[config.mk]
export PLATFORM = sky130hd
export DESIGN_NAME = ultrasonic_ranger
export DESIGN_NICKNAME = d
export VERILOG_FILES = /design/src/rtl/ranger_pkg.sv /design/src/rtl/sync_2ff.sv /design/src/rtl/ultrasonic_ranger.sv
export SDC_FILE = /design/constraint.sdc
export NUM_CORES = 1
export LEC_CHECK = 0
export ABC_CLOCK_PERIOD_IN_PS = 3000
export CAP_MARGIN = 5
export CELL_PAD_IN_SITES_DETAIL_PLACEMENT = 1
export CELL_PAD_IN_SITES_GLOBAL_PLACEMENT = 1
export CORE_ASPECT_RATIO = 1.75
export CORE_MARGIN = 4
export CORE_UTILIZATION = 45
export CTS_CLUSTER_SIZE = 25
export DETAILED_ROUTE_END_ITERATION = 10
export HOLD_SLACK_MARGIN = 0.02
export MAX_ROUTING_LAYER = met4
export PLACE_DENSITY_LB_ADDON = 0.1
export SLEW_MARGIN = 20
export SYNTH_ARGS = -nofsm -noshare
export SYNTH_HDL_FRONTEND = slang
export SYNTH_SLANG_ARGS = --single-unit
export TNS_END_PERCENT = 1
[constraint.sdc]
create_clock -name clk -period 3 [get_ports clk]
set_input_delay 0.45 -clock clk [delete_from_list [all_inputs] [get_ports clk]]
set_output_delay 0.45 -clock clk [all_outputs]
set_load 0.02 [all_outputs]
[src/rtl/ranger_pkg.sv]
// ranger_pkg
// Shared definitions for the ultrasonic ranging path.
//   state_t      : measurement FSM states
//   us_to_ticks  : microseconds -> clk cycles for a given clock frequency
//   ms_to_ticks  : milliseconds -> clk cycles for a given clock frequency
// The inches conversion uses the same helpers, so all tick counts stay
// derived from one clock frequency.
package ranger_pkg;

  typedef enum logic [1:0] {
    S_IDLE,
    S_TRIG,
    S_WAIT_RISE,
    S_MEASURE
  } state_t;

  // Integer division first keeps the result exact for MHz-multiple clocks.
  function automatic logic [31:0] us_to_ticks(input logic [31:0] clk_hz,
                                              input logic [31:0] us);
    return (clk_hz / 32'd1_000_000) * us;
  endfunction

  function automatic logic [31:0] ms_to_ticks(input logic [31:0] clk_hz,
                                              input logic [31:0] ms);
    return (clk_hz / 32'd1_000) * ms;
  endfunction

endpackage

[src/rtl/sync_2ff.sv]
// sync_2ff
// Two-flop synchronizer for a single asynchronous bit.
//   clk   : destination clock
//   reset : synchronous, active-high; clears both stages to 0
//   d     : asynchronous input
//   q     : synchronized output, two clk cycles behind d
module sync_2ff (
  input  logic clk,
  input  logic reset,
  input  logic d,
  output logic q
);

  logic meta_q, meta_d;
  logic sync_q, sync_d;

  always_comb begin
    meta_d = d;
    sync_d = meta_q;
  end

  always_ff @(posedge clk) begin
    if (reset) begin
      meta_q <= 1'b0;
      sync_q <= 1'b0;
    end else begin
      meta_q <= meta_d;
      sync_q <= sync_d;
    end
  end

  assign q = sync_q;

endmodule

[src/rtl/ultrasonic_ranger.sv]
// ultrasonic_ranger
// Initiator side of the ultrasonic sensor: fires the trigger pin once per
// measurement period, times the echo pulse in clk cycles and publishes it.
//   clk         : system clock
//   reset       : synchronous, active-high
//   echo        : raw sensor echo pin (asynchronous)
//   trig        : sensor trigger pin
//   echo_width  : last measured echo width in clk cycles, held between updates
//   width_valid : one-cycle strobe when echo_width updates
//   timeout     : one-cycle strobe alongside width_valid when no full echo
//                 was seen; echo_width then reads TIMEOUT_TICKS ("far")
module ultrasonic_ranger
  import ranger_pkg::*;
#(
  parameter int unsigned CLK_FREQ_HZ = 12_000_000,
  parameter int unsigned TRIG_US     = 10,
  parameter int unsigned PERIOD_MS   = 60,
  parameter int unsigned TIMEOUT_US  = 30_000
) (
  input  logic        clk,
  input  logic        reset,
  input  logic        echo,
  output logic        trig,
  output logic [31:0] echo_width,
  output logic        width_valid,
  output logic        timeout
);

  localparam logic [31:0] TRIG_TICKS    = us_to_ticks(CLK_FREQ_HZ, TRIG_US);
  localparam logic [31:0] PERIOD_TICKS  = ms_to_ticks(CLK_FREQ_HZ, PERIOD_MS);
  localparam logic [31:0] TIMEOUT_TICKS = us_to_ticks(CLK_FREQ_HZ, TIMEOUT_US);

  logic echo_s;
  logic rise, fall;

  state_t      state_q, state_d;
  logic [31:0] period_cnt_q, period_cnt_d;
  logic [31:0] phase_cnt_q, phase_cnt_d;
  logic [31:0] width_cnt_q, width_cnt_d;
  logic [31:0] echo_width_q, echo_width_d;
  logic        first_flag_q, first_flag_d;
  logic        echo_q, echo_d;
  logic        trig_q, trig_d;
  logic        width_valid_q, width_valid_d;
  logic        timeout_q, timeout_d;
  logic        take_timeout;

  sync_2ff u_echo_sync (
    .clk  (clk),
    .reset(reset),
    .d    (echo),
    .q    (echo_s)
  );

  assign rise = echo_s & ~echo_q;
  assign fall = ~echo_s & echo_q;

  // NOTE: every signal written here gets a default first, so no path leaves
  // a value unassigned and no latch can be inferred.
  always_comb begin
    state_d       = state_q;
    phase_cnt_d   = phase_cnt_q;
    width_cnt_d   = width_cnt_q;
    first_flag_d  = first_flag_q;
    echo_width_d  = echo_width_q;
    width_valid_d = 1'b0;
    timeout_d     = 1'b0;
    take_timeout  = 1'b0;
    echo_d        = echo_s;
    period_cnt_d  = (period_cnt_q < PERIOD_TICKS) ? period_cnt_q + 32'd1
                                                  : period_cnt_q;

    unique case (state_q)
      S_IDLE: begin
        if (first_flag_q || (period_cnt_q >= PERIOD_TICKS - 32'd1)) begin
          state_d      = S_TRIG;
          first_flag_d = 1'b0;
          phase_cnt_d  = '0;
        end
      end
      S_TRIG: begin
        if (phase_cnt_q == TRIG_TICKS - 32'd1) begin
          state_d     = S_WAIT_RISE;
          phase_cnt_d = '0;
        end else begin
          phase_cnt_d = phase_cnt_q + 32'd1;
        end
      end
      S_WAIT_RISE: begin
        // Only a fresh edge starts a measurement; an echo already high
        // when the trigger ends never produces `rise` here.
        if (rise) begin
          state_d     = S_MEASURE;
          width_cnt_d = 32'd1;
        end else if (phase_cnt_q >= TIMEOUT_TICKS - 32'd1) begin
          take_timeout = 1'b1;
        end else begin
          phase_cnt_d = phase_cnt_q + 32'd1;
        end
      end
      S_MEASURE: begin
        if (fall) begin
          echo_width_d  = width_cnt_q;
          width_valid_d = 1'b1;
          state_d       = S_IDLE;
        end else if (echo_s) begin
          if (width_cnt_q >= TIMEOUT_TICKS) begin
            take_timeout = 1'b1;
          end else begin
            width_cnt_d = width_cnt_q + 32'd1;
          end
        end
      end
      default: state_d = S_IDLE;
    endcase

    if (take_timeout) begin
      echo_width_d  = TIMEOUT_TICKS;
      width_valid_d = 1'b1;
      timeout_d     = 1'b1;
      state_d       = S_IDLE;
    end

    // Period is measured from trigger start, so early completions still wait.
    if ((state_d == S_TRIG) && (state_q != S_TRIG)) begin
      period_cnt_d = '0;
    end

    // Registered pin, decoded from the next state so it tracks S_TRIG exactly.
    trig_d = (state_d == S_TRIG);
  end

  // NOTE: sequential state uses non-blocking assignments only, so every flop
  // samples the pre-edge values regardless of statement order.
  always_ff @(posedge clk) begin
    if (reset) begin
      state_q       <= S_IDLE;
      period_cnt_q  <= '0;
      phase_cnt_q   <= '0;
      width_cnt_q   <= '0;
      echo_width_q  <= '0;
      first_flag_q  <= 1'b1;
      echo_q        <= 1'b0;
      trig_q        <= 1'b0;
      width_valid_q <= 1'b0;
      timeout_q     <= 1'b0;
    end else begin
      state_q       <= state_d;
      period_cnt_q  <= period_cnt_d;
      phase_cnt_q   <= phase_cnt_d;
      width_cnt_q   <= width_cnt_d;
      echo_width_q  <= echo_width_d;
      first_flag_q  <= first_flag_d;
      echo_q        <= echo_d;
      trig_q        <= trig_d;
      width_valid_q <= width_valid_d;
      timeout_q     <= timeout_d;
    end
  end

  assign trig        = trig_q;
  assign echo_width  = echo_width_q;
  assign width_valid = width_valid_q;
  assign timeout     = timeout_q;

endmodule

==> out/metrics.json <==
{
  "critical_path": {
    "arrival_ps": 3000,
    "critPathCapture": "period_cnt_q[8]$_SDFFE_PP0N_",
    "worst_r2r_path_depth": 7,
    "path_class": "register to register",
    "kind_of_start_point_of_the_critical_path": "register",
    "regToRegSetupSlack_ps": 280,
    "end_kind": "register",
    "worst-path-max-fanout": 32,
    "critical_path.reg2reg.startpoint": "period_cnt_q[11]$_SDFFE_PP0N_",
    "worstPathRequired_ps": 3280,
    "critical_path.startpoint": "period_cnt_q[11]$_SDFFE_PP0N_",
    "worst_r2r_endpoint": "period_cnt_q[8]$_SDFFE_PP0N_"
  },
  "global_routing": {
    "grt_max_degree": 65,
    "grt_antenna_before_repair": 0,
    "global_route.overflow_total": 0,
    "grtUsageTotal_pct": 24.01,
    "wire_length_of_the_first_global_routing_pass_um": 29150,
    "vias_in_the_first_global_route": 5949
  },
  "sta": {
    "setup_viol_count_final": 0,
    "layout_worst_path_cycle_share_pct": 90.53,
    "tns_ps": 0,
    "timing.final.max_slew_violations": 0,
    "timing.fmax_mhz": 368.2,
    "timing.hold.ws_ps": 449.9,
    "fin_crit_ps": 2716,
    "finalHoldViolations": 0,
    "setup_repair_after_global_routing_missed_its_margin": "false",
    "max-slew-margin-rel_pct": 28.68,
    "tightestPinTransition_ps": 1063,
    "fin_worst_skew_ps": 8.157
  },
  "placed_design": {
    "dpl.hpwl_um": 11710,
    "gp_congestion": 0.7894,
    "port_buffers": 37,
    "placed_cells_incl_taps": 915,
    "place_area_um2": 6754
  },
  "yosys": {
    "number_of_enable_type_register_cells_in_the_synthesized_netlist": 0,
    "yosysSeqAreaShare_pct": 44.70,
    "synth_top_area_share_pct": 44.70,
    "synthesis.yosys.warnings": 0,
    "synth_nets": 741,
    "synth.area.top_cells": "sky130_fd_sc_hd__dfxtp_1 45%, sky130_fd_sc_hd__nand2_1 7.1%, sky130_fd_sc_hd__a21oi_1 5.5%",
    "synth.ff_latch_count": 137,
    "synthesis.area_um2": 6136,
    "post_synth.cell_area_avg_um2": 8.405,
    "yosysUniqueCellTypes": 55,
    "synth-main-ff-cell": "sky130_fd_sc_hd__dfxtp_1",
    "synthArstFlopShare_pct": 0,
    "syn-instance-count": 730,
    "yosys.area.top_type": "sky130_fd_sc_hd__dfxtp_1"
  },
  "cells_and_area": {
    "post_route_cells_drive_above_1_share_pct": 8.150,
    "finish.net_count": 771,
    "layout.cells.most_common_list": "137 x sky130_fd_sc_hd__dfxtp_1, 116 x sky130_fd_sc_hd__nand2_1, 68 x sky130_fd_sc_hd__a21oi_1, 39 x sky130_fd_sc_hd__nor2_1, 37 x sky130_fd_sc_hd__clkdlybuf4s50_1",
    "final_common_cell": "sky130_fd_sc_hd__dfxtp_1",
    "final_non_filler_cell_total": 947,
    "layout.cell_area.non_filler_um2": 7408,
    "antenna_cells_inserted": 0,
    "layout-area-overhead-vs-synth_pct": 20.74
  },
  "job": {
    "max_cap_viol_count": 0
  },
  "drt": {
    "detail_route.iter0.violations": 231,
    "wl_per_cell_um": 17.97,
    "via_count": 5570,
    "routed_via_density": 5.882,
    "postRouteWirelength_um": 17020,
    "first_pass_iters": 6,
    "ant_nets_after_route": 0,
    "drt_drc_violations_left": 0
  },
  "cts": {
    "clk_pin_slew_ps": 60,
    "clock_sinks": 137,
    "cts-htree-levels": 4,
    "ctsRootBufferMaster": "sky130_fd_sc_hd__clkbuf_16",
    "cts_hold_buffers": 0,
    "clock_insertion_delay_worst_skew_ps": 420,
    "cts.repair.resized": 0,
    "cts_tree": "done",
    "cts_buffers": 17,
    "max_root_sink_buffers": 2,
    "cts_setup_buffers": 0
  },
  "power_and_ir_drop": {
    "finalPower_w": 0.004551,
    "ir_worst_vdd_v": 0.0003748,
    "power.static_leakage_nw": 2.395,
    "power_density_nw_per_um2": 614.3
  },
  "floorplan": {
    "placementRows": 56,
    "start_util_pct": 45.85,
    "die_width_um": 96.27,
    "num_io_pins": 38,
    "design.die.area_um2": 15640,
    "die-height_um": 162.5,
    "fp.coreArea_um2": 13380
  },
  "run_status": {
    "outcome": "completed"
  },
  "worst_hold_path": {
    "timing.hold.worst.start": "period_cnt_q[27]$_SDFFE_PP0N_",
    "min-delay-path-class": "register to register"
  }
}
## worst max-delay path, cell delays in order, from the launching register on
cell	delay [ps]
sky130_fd_sc_hd__dfxtp_1	420
sky130_fd_sc_hd__nand4_2	220
sky130_fd_sc_hd__or3_1	400
sky130_fd_sc_hd__o2111a_1	400
sky130_fd_sc_hd__o21ai_1	300
sky130_fd_sc_hd__nor4bb_4	320
sky130_fd_sc_hd__buf_4	360
sky130_fd_sc_hd__a211oi_1	140
## power breakdown
part	total [W]	leakage (nW)	switching, W	internal (W)
clock network	0.00230	0.314	0.000826	0.00147
logic	0.000394	0.976	0.000275	0.000120
registers	0.00186	1.10	0.0000177	0.00184
## cell type report
cell class | count | area (um2)
clock buffers | 20 | 466.7
fillers | 1552 | 5974
clock inverters | 12 | 187.7
flip-flops and latches | 137 | 2743
well taps | 174 | 217.7
inverters | 12 | 45.04
repair buffers | 56 | 550.5
multi-input cells | 536 | 3198
## through the flow
step	setup slack (ps)	util [%]
3_3_place_gp	425.1	50.47
2_1_floorplan	639.7	-
6_report	284.2	55.36
3_5_place_dp	306.6	50.47
4_1_cts	285.8	55.36
5_1_grt	127.4	55.36
## worst min-delay path by stage
stage	end	slack, ps	cells past startpoint
global placement	first_flag_q$_SDFFE_PP1P_	430	1
finish	period_cnt_q[27]$_SDFFE_PP0N_	450	2
floorplan	u_echo_sync.q$_SDFF_PP0_	410	1
detailed placement	u_echo_sync.q$_SDFF_PP0_	440	1
CTS	echo_width[5]$_SDFFE_PP0P_	450	2
global route	u_echo_sync.q$_SDFF_PP0_	480	1
## cell usage after synthesis (15+ instances only)
cell and number:
sky130_fd_sc_hd__a211oi_1 24, sky130_fd_sc_hd__and2_1 18, sky130_fd_sc_hd__nor2_1 40, sky130_fd_sc_hd__or4_1 28
sky130_fd_sc_hd__xnor2_1 18, sky130_fd_sc_hd__a21oi_1 68, sky130_fd_sc_hd__dfxtp_1 137, sky130_fd_sc_hd__nor3_1 20
sky130_fd_sc_hd__o31ai_1 23, sky130_fd_sc_hd__nand3_1 15, sky130_fd_sc_hd__clkbuf_1 38, sky130_fd_sc_hd__a31oi_1 15
sky130_fd_sc_hd__nand4_1 24, sky130_fd_sc_hd__xor2_1 15, sky130_fd_sc_hd__nand2_1 116, sky130_fd_sc_hd__or3_1 17
## kinds of logic (layout without fill, tap and decap cells)
kind of cell	Yosys count	count (layout)	share of synthesized area, %
and+or+nand+nor	333	333	28.55
AOI/OAI and AO/OA	161	161	16.56
DFF	137	137	44.70
buffers and inverters	57	100	3.691
xor gates and xnor gates	33	33	4.710
adders and majority gates	8	8	1.631
muxes	1	1	0.1631
## per-layer routing
layer	global-route usage, %	vias to the layer above	wire (um)
met1	25.74	2751	6837
met4	7.837	0	321
met3	4.207	27	312
met5	-	-	0
li1	-	2713	-
met2	43.47	79	9549
## flip-flops by register name, summed over array words and instances (netlist names)
name	flops
trig	1
period_cnt_q	32
u_echo_sync.meta_q	1
timeout	1
echo_q	1
width_cnt_q	32
u_echo_sync.q	1
first_flag_q	1
echo_width	32
width_valid	1
state_q	2
phase_cnt_q	32
(Power assumes the default switching activity.)
==> variant 1, RTL diff (config.mk and constraints unchanged) <==
Register the input `echo` before use, without a reset. The logic sees it one clock later. Comments in the files are not updated.
--- a/src/rtl/ultrasonic_ranger.sv
+++ b/src/rtl/ultrasonic_ranger.sv
@@ -32,2 +32,8 @@
 
+  logic echo_r;
+
+  always_ff @(posedge clk) begin
+    echo_r <= echo;
+  end
+
   logic echo_s;
@@ -50,3 +56,3 @@
     .reset(reset),
-    .d    (echo),
+    .d    (echo_r),
     .q    (echo_s)
Function: no difference found for any inputs over 10 cycles, from zero or initial values and one cycle with reset high; that may be too few to reach the edited logic, so the function may still have changed.
==> variant 1 against the original RTL <==
Power is 6.5% lower. Synthesized area up 3.3%. Critical path type unchanged. Non-clock buffer count rose by 15. Wire length up 5.9%. Sequential cell count up 1. Final area increased by 3.3%. Setup slack lost 0.068 ns. Global-route usage decreased by 0.30 points.
==> variant 1: results (changes against the original RTL) <==
| Metric | Value |
|---|---|
| Status | `completed (unchanged)` |
| Routed vias/inst | `5.884 (was 5.882)` |
| Switching Share | `26.78% (was 24.58%)` |
| R2R Setup Slk | `0.22 ns (was 0.28 ns)` |
| DR iter-0 viols | `226 (was 231)` |
| Min-Delay Path Class | `primary input to flip-flop (was flip-flop to flip-flop)` |
| Total combinational power | `0.254 mW (was 0.394 mW)` |
| Synth cell types | `57 (was 55)` |
| Pwr dens | `555.9 nW/um^2 (was 614.3 nW/um^2)` |
| HPWL after DPL | `12740 um (was 11710 um)` |
| Routed length per instance | `18.15 um (was 17.97 um)` |
| First-pass GRT wire length | `30210 um (was 29150 um)` |
| Top cells by area, synth | `dfxtp_1, nand2_1, a21oi_1, xnor2_1, a211oi_1 (was dfxtp_1, nand2_1, a21oi_1, or4_1, a211oi_1)` |
| Nets | `816 (was 771)` |
| Worst path slowest cell | `a2111oi_0 (was dfxtp_1)` |
| Leak | `2.521 nW (was 2.395 nW)` |
| Worst r2r src | `phase_cnt_q[0] (was period_cnt_q[11])` |
| Slew HR | `52.10% (was 28.68%)` |
| Max Fanout on Critical Path | `33 (was 32)` |
| Syn_nets | `765 (was 741)` |
| Clock power share | `50.2% (was 50.5%)` |
| Number of global-route vias before repair | `6220 (was 5949)` |
| Hold Startpoint | `reset (was period_cnt_q[27])` |
| Max stage delay on crit path | `0.68 ns (was 0.42 ns)` |
| Clk_skew | `0.008821 ns (was 0.008157 ns)` |
| Most frequent cells after synthesis | `dfxtp_1, nand2_1, a21oi_1 (unchanged)` |
| Layout filler cell count | `1664 (was 1552)` |
| Placed inst area | `7032 sq um (was 6754 sq um)` |
| Share of post-route cells with drive strength above 1 | `10.29% (was 8.150%)` |
| Worst Hold End | `echo_q (was period_cnt_q[27])` |
-- variant 1: critical path, delay by kind of cell, from the launching register on --
| family | cells | cell delay (ns) |
|---|---|---|
| and+or+nand+nor | 2 | 0.58 |
| adders and majority gates | 1 | 0.37 |
| buffers and inverters | 1 | 0.27 |
| DFF | 1 | 0.40 |
| AOI/OAI and AO/OA | 3 | 1.04 |
-- variant 1: worst max path at each step --
| stage | startpoint | end | slack [ns] | depth (start not counted) |
|---|---|---|---|---|
| after CTS | period_cnt_q[28] | phase_cnt_q[28] | 0.07 | 8 |
| after detailed placement | phase_cnt_q[10] | phase_cnt_q[25] | 0.12 | 6 |
| final | phase_cnt_q[0] | period_cnt_q[9] | 0.22 | 7 |
| after global placement | phase_cnt_q[10] | phase_cnt_q[27] | 0.22 | 7 |
| after floorplan | phase_cnt_q[2] | phase_cnt_q[26] | 0.46 | 7 |
| after global routing | phase_cnt_q[0] | period_cnt_q[12] | 0.04 | 7 |
-- variant 1: cells by family (layout without fill, tap and decap cells) --
group | count (synthesis) | in the layout | share of synthesized area, %
xor gates and xnor gates | 30 | 30 | 4.144
adders and majority gates | 10 | 10 | 1.973
DFF | 138 | 138 | 43.57
AOI/OAI and AO/OA | 153 | 153 | 15.71
and+or+nand+nor | 349 | 349 | 28.57
buffers and inverters | 57 | 121 | 3.650
muxes | 15 | 15 | 2.387
-- variant 1: layout make-up --
type / count / area (sq um) / area share [%]
clock inverter: 15 / 177.7 / 2.322
sequential: 138 / 2763 / 36.11
timing repair buffer: 71 / 620.6 / 8.111
tap: 177 / 221.5 / 2.895
multi-input combinational: 557 / 3376 / 44.12
inverter: 18 / 67.56 / 0.8831
clock buffer: 17 / 425.4 / 5.560
-- variant 1: through the flow --
stage / worst slack, ns / utilization [%] / std cells / hold slack [ns]
finish: 0.2160 / 55.30 / 993 / 0.4008
global route: 0.04183 / 55.30 / 993 / 0.4059
CTS: 0.07009 / 55.18 / 993 / 0.3797
detailed placement: 0.1221 / 50.82 / 961 / 0.4222
global placement: 0.2204 / 50.82 / 961 / 0.4133
floorplan: 0.4638 / - / 752 / 0.4064
-- variant 1: metal layers --
metal / wire length [um] / part of all wire, % / vias to the layer above / GRT usage [%]
li1: - / - / 2835 / -
met1: 7089 / 39 / 2872 / 22.81
met2: 9996 / 55 / 93 / 46.10
met3: 404 / 2.2 / 43 / 3.381
met4: 530 / 2.9 / 0 / 11.03
met5: 0 / 0 / - / -
==> variant 2, RTL diff (same settings) <==
Made on the original files. Set the parameter `PERIOD_MS` to 32 (it was 60).
--- a/src/rtl/ultrasonic_ranger.sv
+++ b/src/rtl/ultrasonic_ranger.sv
@@ -16,3 +16,3 @@
   parameter int unsigned TRIG_US     = 10,
-  parameter int unsigned PERIOD_MS   = 60,
+  parameter int unsigned PERIOD_MS   = 32,
   parameter int unsigned TIMEOUT_US  = 30_000
Behaviour: no difference found for any inputs over 10 cycles, from zero or initial values and one cycle with reset high; that may be too few to reach the edited logic, so the function may still have changed.
==> variant 2 against the original RTL <==
Synthesized cell count rose by 5.2%. Maximum frequency shrank 2.6%. Sequential cell count is the same. Setup slack got worse by 0.071 ns. Synthesized area rose by 3.7%. Sequential share of layout area shrank 1.1 points. Power shrank 3.2%. Utilization decreased by 0.40 points. Final area increased by 3.2%. Count of clock-buffer cells in the layout down 2. Wire length grew 9.0%.
==> variant 2: results (changes against the original RTL) <==
| Metric | Value |
|---|---|
| Status | `completed (unchanged)` |
| Share of post-route cells with drive strength above 1 | `9.046% (was 8.150%)` |
| Int Power | `3.242 mW (was 3.433 mW)` |
| Most frequent cells after synthesis | `dfxtp_1, nand2_1, a21oi_1 (unchanged)` |
| Delay-heaviest family, CP | `compound AO/OA/AOI/OAI gates (was simple AND/OR/NAND/NOR gates)` |
| Sequential share of the synthesized area | `43.12% (was 44.70%)` |
| Peak VDD IR | `0.4075 mV (was 0.3748 mV)` |
| Max stage delay on crit path | `0.73 ns (was 0.42 ns)` |
| Worst Hold End | `period_cnt_q[19] (was period_cnt_q[27])` |
| HPWL after DPL | `12700 um (was 11710 um)` |
| Worst EP arrival | `3.09 ns (was 3.00 ns)` |
| Routed length per instance | `18.64 um (was 17.97 um)` |
| Syn_nets | `779 (was 741)` |
| Worst path slowest cell | `o211ai_1 (was dfxtp_1)` |
| Nets | `816 (was 771)` |
| Leak | `2.514 nW (was 2.395 nW)` |
| Placed inst area | `6988 sq um (was 6754 sq um)` |
| Hold Startpoint | `period_cnt_q[19] (was period_cnt_q[27])` |
| Mux cell area share after synthesis | `0.3344% (was 0.1631%)` |
| WHS | `0.4330 ns (was 0.4499 ns)` |
| Synth Area in XOR/XNOR | `4.545% (was 4.710%)` |
| Top cells by area, synth | `dfxtp_1, nand2_1, a21oi_1, a211oi_1, nor2_1 (was dfxtp_1, nand2_1, a21oi_1, or4_1, a211oi_1)` |
| Post-Synth Adder-Cell Area | `1.574% (was 1.631%)` |
| Drt pass-1 iters | `4 (was 6)` |
| DR iter-0 viols | `173 (was 231)` |
| R2R Setup Slk | `0.21 ns (was 0.28 ns)` |
| First-pass GRT wire length | `31060 um (was 29150 um)` |
| Largest net degree at the start of global routing | `36 (was 65)` |
[variant 2: changes by cell type in the layout (fill, tap and decap cells not counted), moves of 7 or more]
| cell | unedited run | this run |
|---|---|---|
| xor2_1 | 15 | 22 |
| a31oi_1 | 15 | 24 |
| or3_1 | 17 | 5 |
| nor2_1 | 39 | 51 |
| nand3_1 | 15 | 27 |
| or4_1 | 28 | 11 |
| inv_1 | 11 | 23 |
| xnor2_1 | 18 | 11 |
[variant 2: through the flow]
step,power [mW],worst slack (ns),util [%],instances
2_1_floorplan,2.125,0.6508,-,768
4_1_cts,4.418,0.02395,54.68,994
6_report,4.405,0.2131,54.95,995
5_1_grt,4.573,0.03758,54.95,995
3_5_place_dp,2.237,0.01342,50.25,962
3_3_place_gp,2.221,0.1962,50.25,962
[variant 2: worst max path at each step]
stage	from	to	slack, ns	depth (start not counted)
after floorplan	state_q[1]	width_cnt_q[4]	0.65	8
after global placement	period_cnt_q[6]	trig	0.20	6
after detailed placement	period_cnt_q[7]	period_cnt_q[7]	0.01	6
after CTS	period_cnt_q[6]	period_cnt_q[18]	0.02	6
after global routing	state_q[0]	width_cnt_q[22]	0.04	8
final	state_q[0]	width_cnt_q[22]	0.21	8
[variant 2: cells by family (layout without fill, tap and decap cells)]
family                     Yosys count  in the layout
AOI/OAI and AO/OA                  195            195
and+or+nand+nor                    327            327
adders and majority gates            8              8
xor gates and xnor gates            33             33
muxes                                2              2
buffers and inverters               66            116
DFF                                137            137
[variant 2: layout make-up]
class	instances	area (sq um)
clock buffer	18	439.2
multi-input combinational	565	3372
inverter	23	86.33
fill	1661	6265
timing repair buffer	61	603.1
tap	177	221.5
clock inverter	14	177.7
sequential	137	2743
[variant 2: what timing repair did]
action | in CTS | in global routing
endpoints found under the setup margin | 2 | 19
setup buffers | 0 | 0
pin swaps | 1 | 0
gates resized for setup | 0 | 2
[variant 2: worst register-to-register path, stage by stage (launching register included)]
cell,delay [ns]
dfxtp_1,0.45
inv_1,0.11
ha_1,0.37
o211ai_1,0.73
a2111oi_2,0.12
buf_4,0.21
or2_2,0.39
a41oi_1,0.23
nor2_1,0.06
[variant 2: power groups by stage]
stage / logic [mW] / clock network (mW) / registers (mW)
finish: 0.373 / 2.18 / 1.85
floorplan: 0.235 / 0 / 1.89
detailed placement: 0.348 / 0 / 1.89
global placement: 0.333 / 0 / 1.89
global route: 0.400 / 2.32 / 1.85
CTS: 0.350 / 2.22 / 1.85
[variant 2: routing by layer]
metal  global-route usage [%]  routed length, um  part of all wire, %
met5                        -                  0                    0
met4                    11.59                605                  3.3
met3                    3.993                394                  2.1
met2                    44.85              10230                   55
met1                    24.49               7316                   39
